[src/rtl/sign_mag_conv.sv]
// Sequential sign-magnitude <-> two's-complement converter for NCH packed lanes.
// A shared datapath converts one lane per cycle under a start/busy/done handshake.
module sign_mag_conv #(
  parameter int DW  = 8,
  parameter int NCH = 4
) (
  input  logic                   clk,
  input  logic                   rst_n,
  input  logic                   i_start,
  input  logic                   i_mode,
  input  logic [NCH*(DW+1)-1:0]  i_data,
  output logic                   o_busy,
  output logic                   o_done,
  output logic [NCH*(DW+1)-1:0]  o_data,
  output logic [NCH-1:0]         o_flag
);

  localparam int LW = DW + 1;
  localparam int TW = NCH * LW;
  localparam int CW = (NCH > 1) ? $clog2(NCH) : 1;
  localparam logic [CW-1:0] LAST_LANE = CW'(NCH - 1);

  typedef enum logic [1:0] {
    IDLE = 2'd0,
    CONV = 2'd1,
    DONE = 2'd2
  } state_e;

  // Returns {flag, result}; both special inputs share the {1, 0...0} pattern.
  function automatic logic [LW:0] conv_lane(input logic [LW-1:0] x, input logic mode);
    logic [DW-1:0] mag;
    logic [LW:0]   r;
    mag = x[DW-1:0];
    if (x[DW] == 1'b0) begin
      r = {1'b0, x};
    end else if (mag == {DW{1'b0}}) begin
      r = mode ? {1'b1, {LW{1'b0}}} : {1'b1, 1'b1, {DW{1'b1}}};
    end else begin
      r = {1'b0, 1'b1, (~mag) + {{(DW-1){1'b0}}, 1'b1}};
    end
    return r;
  endfunction

  state_e          state_q, state_d;
  logic [CW-1:0]   cnt_q,   cnt_d;
  logic            mode_q,  mode_d;
  logic [TW-1:0]   src_q,   src_d;
  logic [TW-1:0]   data_q,  data_d;
  logic [NCH-1:0]  flag_q,  flag_d;

  logic [LW-1:0]   lane_s;
  logic [LW:0]     res_s;

  // State and datapath registers with synchronous active-low reset.
  always_ff @(posedge clk) begin
    if (!rst_n) begin
      state_q <= IDLE;
      cnt_q   <= {CW{1'b0}};
      mode_q  <= 1'b0;
      src_q   <= {TW{1'b0}};
      data_q  <= {TW{1'b0}};
      flag_q  <= {NCH{1'b0}};
    end else begin
      state_q <= state_d;
      cnt_q   <= cnt_d;
      mode_q  <= mode_d;
      src_q   <= src_d;
      data_q  <= data_d;
      flag_q  <= flag_d;
    end
  end

  // Next-state logic.
  always_comb begin
    state_d = state_q;
    case (state_q)
      IDLE: begin
        if (i_start) begin
          state_d = CONV;
        end else begin
          state_d = IDLE;
        end
      end
      CONV: begin
        if (cnt_q == LAST_LANE) begin
          state_d = DONE;
        end else begin
          state_d = CONV;
        end
      end
      DONE:    state_d = IDLE;
      default: state_d = IDLE;
    endcase
  end

  // Lane select and conversion from the latched copy of the inputs.
  always_comb begin
    lane_s = {LW{1'b0}};
    for (int k = 0; k < NCH; k++) begin
      lane_s = (cnt_q == CW'(k)) ? src_q[k*LW +: LW] : lane_s;
    end
    res_s = conv_lane(lane_s, mode_q);
  end

  // Datapath register updates: latch on accept, write one lane per CONV cycle.
  always_comb begin
    cnt_d  = cnt_q;
    mode_d = mode_q;
    src_d  = src_q;
    data_d = data_q;
    flag_d = flag_q;
    case (state_q)
      IDLE: begin
        if (i_start) begin
          src_d  = i_data;
          mode_d = i_mode;
          data_d = {TW{1'b0}};
          flag_d = {NCH{1'b0}};
          cnt_d  = {CW{1'b0}};
        end else begin
          cnt_d  = cnt_q;
        end
      end
      CONV: begin
        cnt_d = cnt_q + CW'(1);
        for (int k = 0; k < NCH; k++) begin
          data_d[k*LW +: LW] = (cnt_q == CW'(k)) ? res_s[LW-1:0] : data_q[k*LW +: LW];
          flag_d[k]          = (cnt_q == CW'(k)) ? res_s[LW]     : flag_q[k];
        end
      end
      DONE:    cnt_d = cnt_q;
      default: cnt_d = cnt_q;
    endcase
  end

  // Outputs decoded from registered state and result registers.
  always_comb begin
    o_busy = (state_q != IDLE);
    o_done = (state_q == DONE);
    o_data = data_q;
    o_flag = flag_q;
  end

endmodule

[config.mk]
export PLATFORM = sky130hd
export DESIGN_NAME = sign_mag_conv
export DESIGN_NICKNAME = d
export VERILOG_FILES = /design/src/rtl/sign_mag_conv.sv
export SDC_FILE = /design/constraint.sdc
export NUM_CORES = 1
export LEC_CHECK = 0
export ABC_CLOCK_PERIOD_IN_PS = 2760
export CORE_ASPECT_RATIO = 1.5
export CORE_MARGIN = 5
export CORE_UTILIZATION = 46
export DETAILED_ROUTE_END_ITERATION = 8
export GPL_TIMING_DRIVEN = 0
export PLACE_DENSITY = 0.86
export SLEW_MARGIN = 20
export SYNTH_ARGS = -nofsm -noshare
export SYNTH_HDL_FRONTEND = slang
export SYNTH_SLANG_ARGS = --single-unit
[constraint.sdc]
create_clock -name clk -period 2.76 [get_ports clk]
set_input_delay 0.414 -clock clk [delete_from_list [all_inputs] [get_ports clk]]
set_output_delay 0.414 -clock clk [all_outputs]
set_load 0.01 [all_outputs]
* Word level (Yosys, flattened, before mapping)
Cells that the tools add are included.
** Storage, ports and cells
- Flip-flop bits (word level) :: 81
- Output and inout port bits :: 42
** Operators by class
- Add/sub/neg operators :: 2
- Eq/ne operators :: 10
- Multiplexer cells :: 24
- Bitwise gates (word level) :: 1
- Reduce and logical (&&, ||, !) cells :: 11
** Operators with widths (count)
- 9-bit two-way mux :: 9
- 36-bit one-hot mux with 2 select lines :: 1
- 36-bit two-way mux :: 1
- 10-bit two-way mux :: 2
- 3-bit AND reduction :: 4
- 2-bit != test, second input constant :: 5
- 8-bit by 1-bit adder with 8-bit output, second input constant :: 1
- 8-bit zero test :: 1
- 8-bit inverter :: 1
- 2-bit one-hot mux with 2 select lines :: 2
- 4-bit one-hot mux with 2 select lines :: 1
- 2-bit equality test, second input constant :: 3
- 1-bit two-way mux :: 5
- 2-bit by 1-bit equality test with 1-bit output, second input constant :: 2
- 2-bit zero test :: 2
- 2-bit two-way mux :: 2
- 4-bit two-way mux :: 1
- 2-bit AND reduction :: 2
- 2-bit nonzero test :: 2
- 2-bit by 1-bit adder with 2-bit output, second input constant :: 1

* Depth between registers and ports, before layout
Gate-level depths: netlist of the first run.
- Depth in word-level cells :: 11
- Depth in mapped cells :: 14

* Worst setup path before layout of the first run
Ideal clock, no wire load.
- Path type :: reg2reg
- Start point :: register cnt_q[0]
- End point :: register flag_q[3], in the netlist o_flag[3]
- Arrival :: 2987 ps
- Setup slack :: -286 ps
- Cell stages (with the launch flop) :: 15
- Buffers on the path :: 3
- Path through :: dfxtp_1 inv_1 ha_1 buf_2 buf_4 a211oi_1 o21ai_0 nand2_1 ha_1 inv_1 or4_1 buf_2 or4_4 o21ai_1 and2_1
** On the way
- Longest elaborated chain between the ends :: 10
** Ends and longest elaborated chain
- from (decl) :: line 45 : logic [CW-1:0] cnt_q, cnt_d;
- from (signal assigned) :: line 58 : cnt_q <= {CW{1'b0}};
- from (signal assigned) :: line 65 : cnt_q <= cnt_d;
- 2-bit zero test :: line 100 : lane_s = (cnt_q == CW'(k)) ? src_q[k*LW +: LW] : lane_s;
- 9-bit two-way mux (4 in a row) :: line 100
- 8-bit zero test :: line 36 : end else if (mag == {DW{1'b0}}) begin
- 10-bit two-way mux :: line 36
- 10-bit two-way mux :: line 34 : if (x[DW] == 1'b0) begin
- 1-bit two-way mux :: line 128 : flag_d[k] = (cnt_q == CW'(k)) ? res_s[LW] : flag_q[k];
- 4-bit one-hot mux with 2 select lines :: line 112 : case (state_q)
- to (signal assigned) :: line 62 : flag_q <= {NCH{1'b0}};
- to (signal assigned) :: line 69 : flag_q <= flag_d;
- to (decl) :: line 49 : logic [NCH-1:0] flag_q, flag_d;
Several ways; a longest one is shown, not always the timed one. The select of a mux whose other input is x is not followed.
A chain may end at the register's enable or synchronous reset.

* Worst setup path after layout of the first run
- Start point :: register cnt_q[0]
- End point :: register data_q[18], in the netlist o_data[18]
** On the way
- Longest elaborated chain between the ends :: 11
** Ends and longest elaborated chain
- 2-bit zero test :: line 100
- 9-bit two-way mux (4 in a row) :: line 100
- 8-bit inverter :: line 39 : r = {1'b0, 1'b1, (~mag) + {{(DW-1){1'b0}}, 1'b1}};
- 8-bit by 1-bit adder with 8-bit output :: line 39
- 10-bit two-way mux :: line 36
- 10-bit two-way mux :: line 34
- 9-bit two-way mux :: line 127 : data_d[k*LW +: LW] = (cnt_q == CW'(k)) ? res_s[LW-1:0] : data_q[k*LW +: LW];
- 36-bit one-hot mux with 2 select lines :: line 112
- to (signal assigned) :: line 61 : data_q <= {TW{1'b0}};
- to (signal assigned) :: line 68 : data_q <= data_d;
- to (decl) :: line 48 : logic [TW-1:0] data_q, data_d;
Several ways; a longest one is shown, not always the timed one. The select of a mux whose other input is x is not followed.

==> results of run 1 <==
registers in the layout, summed over array words and instances (netlist names):
name     flops
o_data      36
mode_q       1
o_flag       4
cnt_q        2
state_q      2
src_q       36
cell families after synthesis:
| kind of cell | share of synthesized area [%] |
|---|---|
| AND/OR/NAND/NOR | 23.7 |
| buffers and inverters | 5.03 |
| AO/OA/AOI/OAI | 26.2 |
| multiplexers | 0.267 |
| flip-flops | 43.2 |
| adder cells (fa/ha/maj) | 1.67 |
power by group:
part / internal (uW) / switching (uW) / total [uW]
sequential: 1230 / 43.6 / 1270
clock: 758 / 485 / 1240
combinational: 308 / 387 / 696
total: 2290 / 916 / 3210
synth_stat cells, types with 3 or more instances:
library cell and number:
a211oi_1 9, a211oi_2 5, a21boi_0 41, a21oi_1 16
a32o_1 7, and2_1 11, and3_1 6, buf_2 4
buf_4 4, clkbuf_1 22, dfxtp_1 81, ha_1 5
inv_1 8, nand2_1 106, nand3_1 15, nand3b_1 7
nor2_1 9, nor2b_1 10, nor3_1 3, nor3b_1 4
nor4_1 3, o21ai_0 28, o21ai_1 5, o31ai_1 9
or2_2 3
worst reg2reg max path: stages, from the launching register on:
cell      delay [ps]
dfxtp_4          410
inv_4             50
ha_4             160
buf_6            110
buf_8            130
a211oi_4         210
o21ai_2          110
nand2_2          130
ha_4             160
inv_4             40
or4_4            460
buf_6            150
nor3_4           200
mux2i_4          330
a32o_1           160
layer usage:
metal  global-route usage [%]  part of all wire [%]  up-vias
met4                     12.7                   4.2        0
met3                     5.25                   5.3       40
met5                        0                     0        -
met2                     43.3                    53      163
li1                         -                     -     1799
met1                     23.1                    37     1806
repair_timing:
action / in CTS / in global routing
setup buffers: 14 / 4
endpoints found under the setup margin: 40 / 38
pin swaps: 25 / 21
resized for setup: 43 / 30
cell usage in the layout (no fill, tap or decap), types with 3 or more instances in the layout:
| cell | count |
|---|---|
| o21ai_1 | 9 |
| dfxtp_1 | 79 |
| a32o_1 | 7 |
| nand2_1 | 103 |
| a211oi_2 | 4 |
| a21oi_1 | 10 |
| a21boi_0 | 40 |
| nor2b_1 | 10 |
| nand3_1 | 15 |
| and3_4 | 4 |
| nor2_1 | 9 |
| and2_1 | 11 |
| inv_1 | 5 |
| o21ai_2 | 5 |
| or2_2 | 3 |
| nand2_2 | 3 |
| clkdlybuf4s50_1 | 80 |
| nand3b_1 | 7 |
| o21ai_0 | 19 |
| a21oi_2 | 4 |
| clkbuf_1 | 23 |
| ha_4 | 4 |
| buf_4 | 17 |
| inv_4 | 3 |
| buf_6 | 4 |
| a211oi_4 | 8 |
| nor3b_1 | 4 |
| clkbuf_16 | 10 |
| o31ai_1 | 7 |
stage by stage:
stage | std cells | power [uW] | TNS [ps]
6_report | 671 | 3210 | -1310
5_1_grt | 671 | 3320 | -4250
4_1_cts | 668 | 3160 | -1120
3_5_place_dp | 638 | 1830 | -10990
3_3_place_gp | 638 | 1820 | -9850
2_1_floorplan | 453 | 1610 | 0
cell type report:
type	count	area share (%)
Multi-Input combinational cell	331	41.4
Sequential cell	81	29.3
Timing Repair Buffer	98	16.9
Clock buffer	11	4.57
Buffer	32	3.61
Tap cell	105	2.37
Clock inverter	5	1.13
Inverter	8	0.676
worst paths after layout:
kind                    startpoint  slack, ps                      end  cells after the start
max          cnt_q[0]$_SDFFE_PN0P_       -110  o_data[18]$_SDFFE_PN0P_                     14
min          src_q[8]$_SDFFE_PN0P_        470    src_q[8]$_SDFFE_PN0P_                      2
max reg2reg  cnt_q[0]$_SDFFE_PN0P_       -110  o_data[18]$_SDFFE_PN0P_                     14
min reg2reg  src_q[8]$_SDFFE_PN0P_        470    src_q[8]$_SDFFE_PN0P_                      2
==> qor.yml, run 1 <==
hold_buffers: 0
crit_slowest_cell: "or4_4"
fin_ws_ps: -106
clk_pin_slew_ps: 60
tritoncts: "built"
clkSinkCount: 81
fin_worst_skew_ps: 7.43
rsz0062_at_grt: "true"
coreArea_um2: 8010
routed_wl_um: 11800
holdCritPathClass: "reg2reg"
synth_top_area_share_pct: 43.2
n_fill_cell: 615
yosysUniqueCellTypes: 49
io_pins: 82
dieArea_um2: 10100
synthTopCellsByArea: "dfxtp_1, nand2_1, a21boi_0"
postSynthAreaPerCell_um2: 8.29
worstSkewPairLatency_ps: 340
die_w_um: 83.8
max_freq_mhz: 349
grt_pass1_vias: 3835
drc_errors: 0
crit_path_start_kind: "flop"
hold_ws_ps: 467
grt_max_degree: 15
io_buffer_count: 80
num_rows: 40
critPathBufInv: 5
grt_usage_pct: 23.1
cp.required_ps: 3040
clockRootBuffer: "clkbuf_16"
maxCapViolations: 0
maxSlewHeadroom_pct: 39.3
die-height_um: 121
synthesis.nets: 498
yosys_register_bits: 81
drive_above_1_share_pct: 17.8
h-tree-depth: 3
multi_input_area_um2: 2300
synth_edf_count: 0
clock_path_buffers: 2
syn_to_final_growth_pct: 47.9
route.vias.total: 3808
yosysWarnings: 0
crit_arrival_ps: 3150
crit_family: "simple AND/OR/NAND/NOR gates"
hpwl_um: 8340
synthCells: 453
regArea_um2: 1630
drt_iter0_markers: 283
crit_chain: "inv_4, ha_4, buf_6, buf_8, a211oi_4, o21ai_2, nand2_2, ha_4, inv_4, or4_4, buf_6, nor3_4, mux2i_4, a32o_1"
finalNetCount: 606
outcome: "finished, violations left"
cp_max_fo: 7
postSynth.asyncResetShare_pct: 0
slowest_delay_ps: 460
violations: "setup timing"
synth.largest_area_cell: "dfxtp_1"
fin_area_um2: 5550
firstDrtPassIters: 5
vias_per_cell: 5.68
hold_viol_final: 0
timing.final.crit_share_pct: 104
end_kind: "flop"
pre_cts_ws_ps: -466
finalSetupViolations: 27
synth_area_um2: 3750
tightest_slew_ps: 910
grt_overflow: 0
ys.flop_type: "dfxtp_1"
postRouteAntennaNets: 0
placed_area_um2: 4770
gp_congestion: 0.948
drv_slew: 0
antenna_found_initial: 0
min_period_ps: 2870
ir_drop_uv: 463
critPathKind: "reg2reg"
antenna_cells: 0
cts_buffers: 9
grt_pass1_wl_um: 18500
post_drt_wl_per_cell_um: 17.6
yosysSeqAreaShare_pct: 43.2
fin_util_pct: 69.3
start_util_pct: 46.9
cellPowerDensity_nw_per_um2: 578
p_leak_uw: 0.00197
No activity file was read; power rests on OpenSTA's default activity.
==> run 2: changes to the inputs <==
--- a/config.mk
+++ b/config.mk
@@ -12,6 +12,7 @@
 export DETAILED_ROUTE_END_ITERATION = 8
 export GPL_TIMING_DRIVEN = 0
 export PLACE_DENSITY = 0.86
+export SETUP_SLACK_MARGIN = 0.02
 export SLEW_MARGIN = 20
 export SYNTH_ARGS = -nofsm -noshare
 export SYNTH_HDL_FRONTEND = slang
==> run 2 against run 1 <==
The flow still finishes with violations (setup timing). Sequential share of layout area hardly changed. Wire length is 0.11% higher. Critical path depth is 1 lower. Power is 0.94% lower. Clock power is 3% lower. Sequential cell count stayed put. Global-route usage is 0.55 points lower. Maximum frequency is 1.3% lower. Final area hardly changed. Critical endpoint is now o_data[15]$_SDFFE_PN0P_. Highest routed layer unchanged.
==> qor.yml, run 2 (synthesis results as in run 1) <==
route.vias.total: 3786  # -0.58%
grt_overflow: 0  # unchanged
drv_slew: 0  # unchanged
timing.final.crit_share_pct: 105  # +1.3 points
crit_path_start_kind: "flop"
postRouteAntennaNets: 0  # unchanged
grt_max_degree: 13  # -2
die_w_um: 83.8  # unchanged
mostFrequentLayoutCell: "nand2_1"
post_drt_wl_per_cell_um: 17.6  # -0.19%
drt_iter0_markers: 373  # +32%
start_util_pct: 46.9  # unchanged
maxSlewHeadroom_pct: 37.8  # -1.5 points
grt_usage_pct: 22.5  # -0.55 points
outcome: "finished, violations left"
cts_buffers: 9  # unchanged
final_cell_mix: "nand2_1, clkdlybuf4s50_1, dfxtp_1"
cp_max_fo: 6  # -1
critPathKind: "reg2reg"
num_rows: 40  # unchanged
hold_path.startpoint: "src_q[24]$_SDFFE_PN0P_"
vias_per_cell: 5.63  # -0.87%
antenna_cells: 0  # unchanged
fin_ws_ps: -143  # -36.5 ps
hold_ws_ps: 464  # -3.69 ps
reg2reg_from: "cnt_q[1]$_SDFFE_PN0P_"
finalNetCount: 609  # +0.50%
maxCapViolations: 0  # unchanged
die-height_um: 121  # unchanged
tightest_slew_ps: 933  # +23.0 ps
h-tree-depth: 3  # unchanged
coreArea_um2: 8010  # unchanged
hold_viol_final: 0  # unchanged
holdCritPathClass: "reg2reg"
gp_congestion: 0.904  # -4.6%
syn_to_final_growth_pct: 48.0  # about the same
n_fill_cell: 628  # +2.1%
clockRootBuffer: "clkbuf_16"
drc_errors: 0  # unchanged
grt_pass1_vias: 3673  # -4.2%
grt_pass1_wl_um: 18000  # -2.8%
fin_worst_skew_ps: 6.05  # -1.38 ps
io_pins: 82  # unchanged
io_buffer_count: 80  # unchanged
max_freq_mhz: 344  # -1.3%
end_kind: "flop"
tritoncts: "built"
routed_wl_um: 11900  # +0.11%
violations: "setup timing"
clock_path_buffers: 2  # unchanged
clkSinkCount: 81  # unchanged
finalSetupViolations: 13  # -52%
cp.required_ps: 3010  # -30 ps
hold_buffers: 0  # unchanged
min_period_ps: 2900  # +36.5 ps
pre_cts_ws_ps: -429  # +37.1 ps
drive_above_1_share_pct: 18.3  # +0.47 points
rsz0062_at_grt: "true"
firstDrtPassIters: 4  # -1
ir_drop_uv: 402  # -13%
dieArea_um2: 10100  # unchanged
antenna_found_initial: 0  # unchanged
cellPowerDensity_nw_per_um2: 572  # -0.98%
worstSkewPairLatency_ps: 340  # about the same
crit_arrival_ps: 3160  # about the same
clk_pin_slew_ps: 60  # about the same
critPathLaunch: "cnt_q[1]$_SDFFE_PN0P_"
hpwl_um: 8150  # -2.3%
p_leak_uw: 0.00200  # +1.6%
run 2: worst max-delay path: stages, from the launching register on:
cell       delay [ps]
dfxtp_4           390
inv_4              50
ha_4              160
buf_6             120
buf_8             130
a211oi_4          230
o21ai_2           120
nand2_2           130
ha_4              170
inv_4              50
or4_4             470
o211ai_1          250
o2111ai_2         240
o31ai_1           300
run 2: worst paths after layout:
kind | endpoint | slack, ps | cells after the start
hold reg to reg | src_q[24]$_SDFFE_PN0P_ | 460 | 2
setup reg to reg | o_data[15]$_SDFFE_PN0P_ | -140 | 13
hold / removal | src_q[24]$_SDFFE_PN0P_ | 460 | 2
setup / recovery | o_data[15]$_SDFFE_PN0P_ | -140 | 13
run 2: timing repair:
| action | 4_1_cts | 5_1_grt |
|---|---|---|
| cloned | 0 | 0 |
| resized for setup | 22 | 49 |
| endpoints found under the setup margin | 40 | 39 |
| setup buffers | 16 | 6 |
| pin swaps | 14 | 17 |
run 2: layout make-up:
class | instances | area (um^2) | area share, %
multi-input combinational | 331 | 2310 | 41.5
sequential | 81 | 1630 | 29.3
timing repair buffer | 101 | 966 | 17.4
clock buffer | 13 | 260 | 4.68
buffer | 32 | 189 | 3.40
tap | 105 | 131 | 2.36
inverter | 8 | 37.5 | 0.676
clock inverter | 2 | 36.3 | 0.653
run 2: per-stage QoR:
stage                     power, uW  std cells  cell area (um^2)  utilization (%)  setup TNS (ps)
after floorplan                1610        453              3840                -               0
after global placement         1820        638              4770             59.6           -9540
after detailed placement       1830        638              4770             59.6          -10730
after CTS                      3090        669              5300             66.2           -1850
after global routing           3290        673              5560             69.4           -2140
final                          3180        673              5560             69.4           -1300
run 2: power breakdown:
group	switching [uW]	total, uW	internal, uW
Combinational	393	710	316
Clock	455	1200	746
Sequential	42.3	1270	1230
run 2: per-layer routing:
layer	part of all wire [%]	up-vias	global-route usage, %
met3	5.9	36	4.43
met4	3.5	0	12.2
met5	0	-	0
li1	-	1801	-
met1	36	1806	23.2
met2	54	143	42.1
==> RTL change: new RTL, flow settings as in run 2 <==
Set the parameter `NCH` to 2 (it was 4).
--- a/src/rtl/sign_mag_conv.sv
+++ b/src/rtl/sign_mag_conv.sv
@@ -4,3 +4,3 @@
   parameter int DW  = 8,
-  parameter int NCH = 4
+  parameter int NCH = 2
 ) (
Ports: changed (resized i_data, o_data and o_flag); port bits go from 82 to 44. No check against the original RTL was run, so the function may have changed too.
==> RTL change against run 2 <==
Final area decreased by 53%. Routed wire length decreased by 58%. Area after synthesis decreased by 46%. Worst setup slack improved by 0.39 ns. Power decreased by 58%. Critical path type unchanged. Sequential cell count decreased by 39. Critical endpoint is now o_data[3]. Clock power decreased by 70%.
==> RTL change: results (changes against run 2) <==
Run status - finished, final reports clean (was finished, violations left)
CTS root buf - clkbuf_8 (was clkbuf_16)
Latest clock arrival within the worst-skew pair - 0.29 ns (was 0.34 ns)
Vias in the first global route - 1,749 (was 3,673)
Crit-path max FO - 10 (was 6)
CP max stage delay - 0.35 ns (was 0.47 ns)
Sequential fraction of the synthesis area - 0.4110 (was 0.4320)
Worst Path Arrival - 2.70 ns (was 3.16 ns)
Met3 usage - 0.02689 (was 0.04431)
Final WL - 5025 µm (was 11,860 µm)
Area after detailed placement - 2524 µm² (was 4770 µm²)
Synth unique cells - 47 (was 49)
First-pass GRT wire length - 8024 µm (was 17,970 µm)
Share of layout cells above drive strength 1 - 0.08029 (was 0.1831)
Clock skew - 0.003339 ns (was 0.006053 ns)
Post_cts resized - 0 (was 22)
Synth top cells by count - nand2_1, dfxtp_1, a21boi_0 (unchanged)
Largest net degree at the start of global routing - 12 (was 13)
Cells taking the most area after synthesis - dfxtp_1, nand2_1, a21boi_0, a32o_1, mux2i_1 (was dfxtp_1, nand2_1, a21boi_0, o21ai_0, clkbuf_1)
Global placer's final weighted congestion - 0.8814 (was 0.9044)
GRT Util Overall - 0.1733 (was 0.2251)
Max VDD drop - 0.3967 mV (was 0.4021 mV)
DR vias/cell - 5.738 (was 5.626)
Setup_tns - 0 ns (was -1.296 ns)
Syn_nets - 248 (was 498)
[RTL change: changes by cell type after synthesis, moves of 10 or more]
cell	before	now
a21boi_0	41	22
clkbuf_1	22	8
nand2_1	106	48
o21ai_0	28	9
dfxtp_1	81	42
a21oi_1	16	5
nand3_1	15	5
[RTL change: final timing paths]
kind | start | cells past startpoint | to | slack [ns]
worst min-delay path | o_data[1] | 1 | o_data[1] | 0.47
worst max-delay path | cnt_q | 9 | o_data[3] | 0.25
worst min register to register | o_data[1] | 1 | o_data[1] | 0.47
worst max register to register | cnt_q | 9 | o_data[3] | 0.25
[RTL change: cell type report]
type | instances | area (µm²)
clock buffer | 7 | 76.32
fill | 403 | 1682
buffer | 13 | 68.82
timing repair buffer | 42 | 420.4
tap | 46 | 57.56
inverter | 2 | 7.507
sequential | 42 | 840.8
multi-input combinational | 168 | 1129
[RTL change: cell families after synthesis]
kind of cell / Yosys count / share of synthesized area
multiplexers: 14 / 0.08135
flip-flops: 42 / 0.4110
AND/OR/NAND/NOR: 91 / 0.2300
adder cells (fa/ha/maj): 1 / 0.006115
XOR/XNOR: 1 / 0.004282
AO/OA/AOI/OAI: 61 / 0.2300
buffers and inverters: 15 / 0.03731
[RTL change: routing by layer]
layer | wire length (µm) | part of all wire | vias up
met3 | 247 | 0.049 | 10
met2 | 2681 | 0.53 | 46
li1 | - | - | 902
met1 | 1933 | 0.38 | 878
met4 | 162 | 0.032 | 0
met5 | 0 | 0 | -
[RTL change: per-stage QoR]
stage	utilization	std cells	power [µW]	hold WS, ns	setup slack (ns)
floorplan	-	225	869.9	0.4537	0.5873
global placement	0.5894	313	967.6	0.4449	0.3281
detailed placement	0.5894	313	972.1	0.4566	0.2895
CTS	0.6072	320	1331	0.4725	0.2729
global route	0.6072	320	1382	0.4951	0.1198
finish	0.6072	320	1327	0.4663	0.2473
[RTL change: power breakdown]
| part | internal [µW] | switching (µW) |
|---|---|---|
| clock | 174 | 191 |
| sequential | 633 | 28.5 |
| combinational | 134 | 167 |
| total | 941 | 386 |
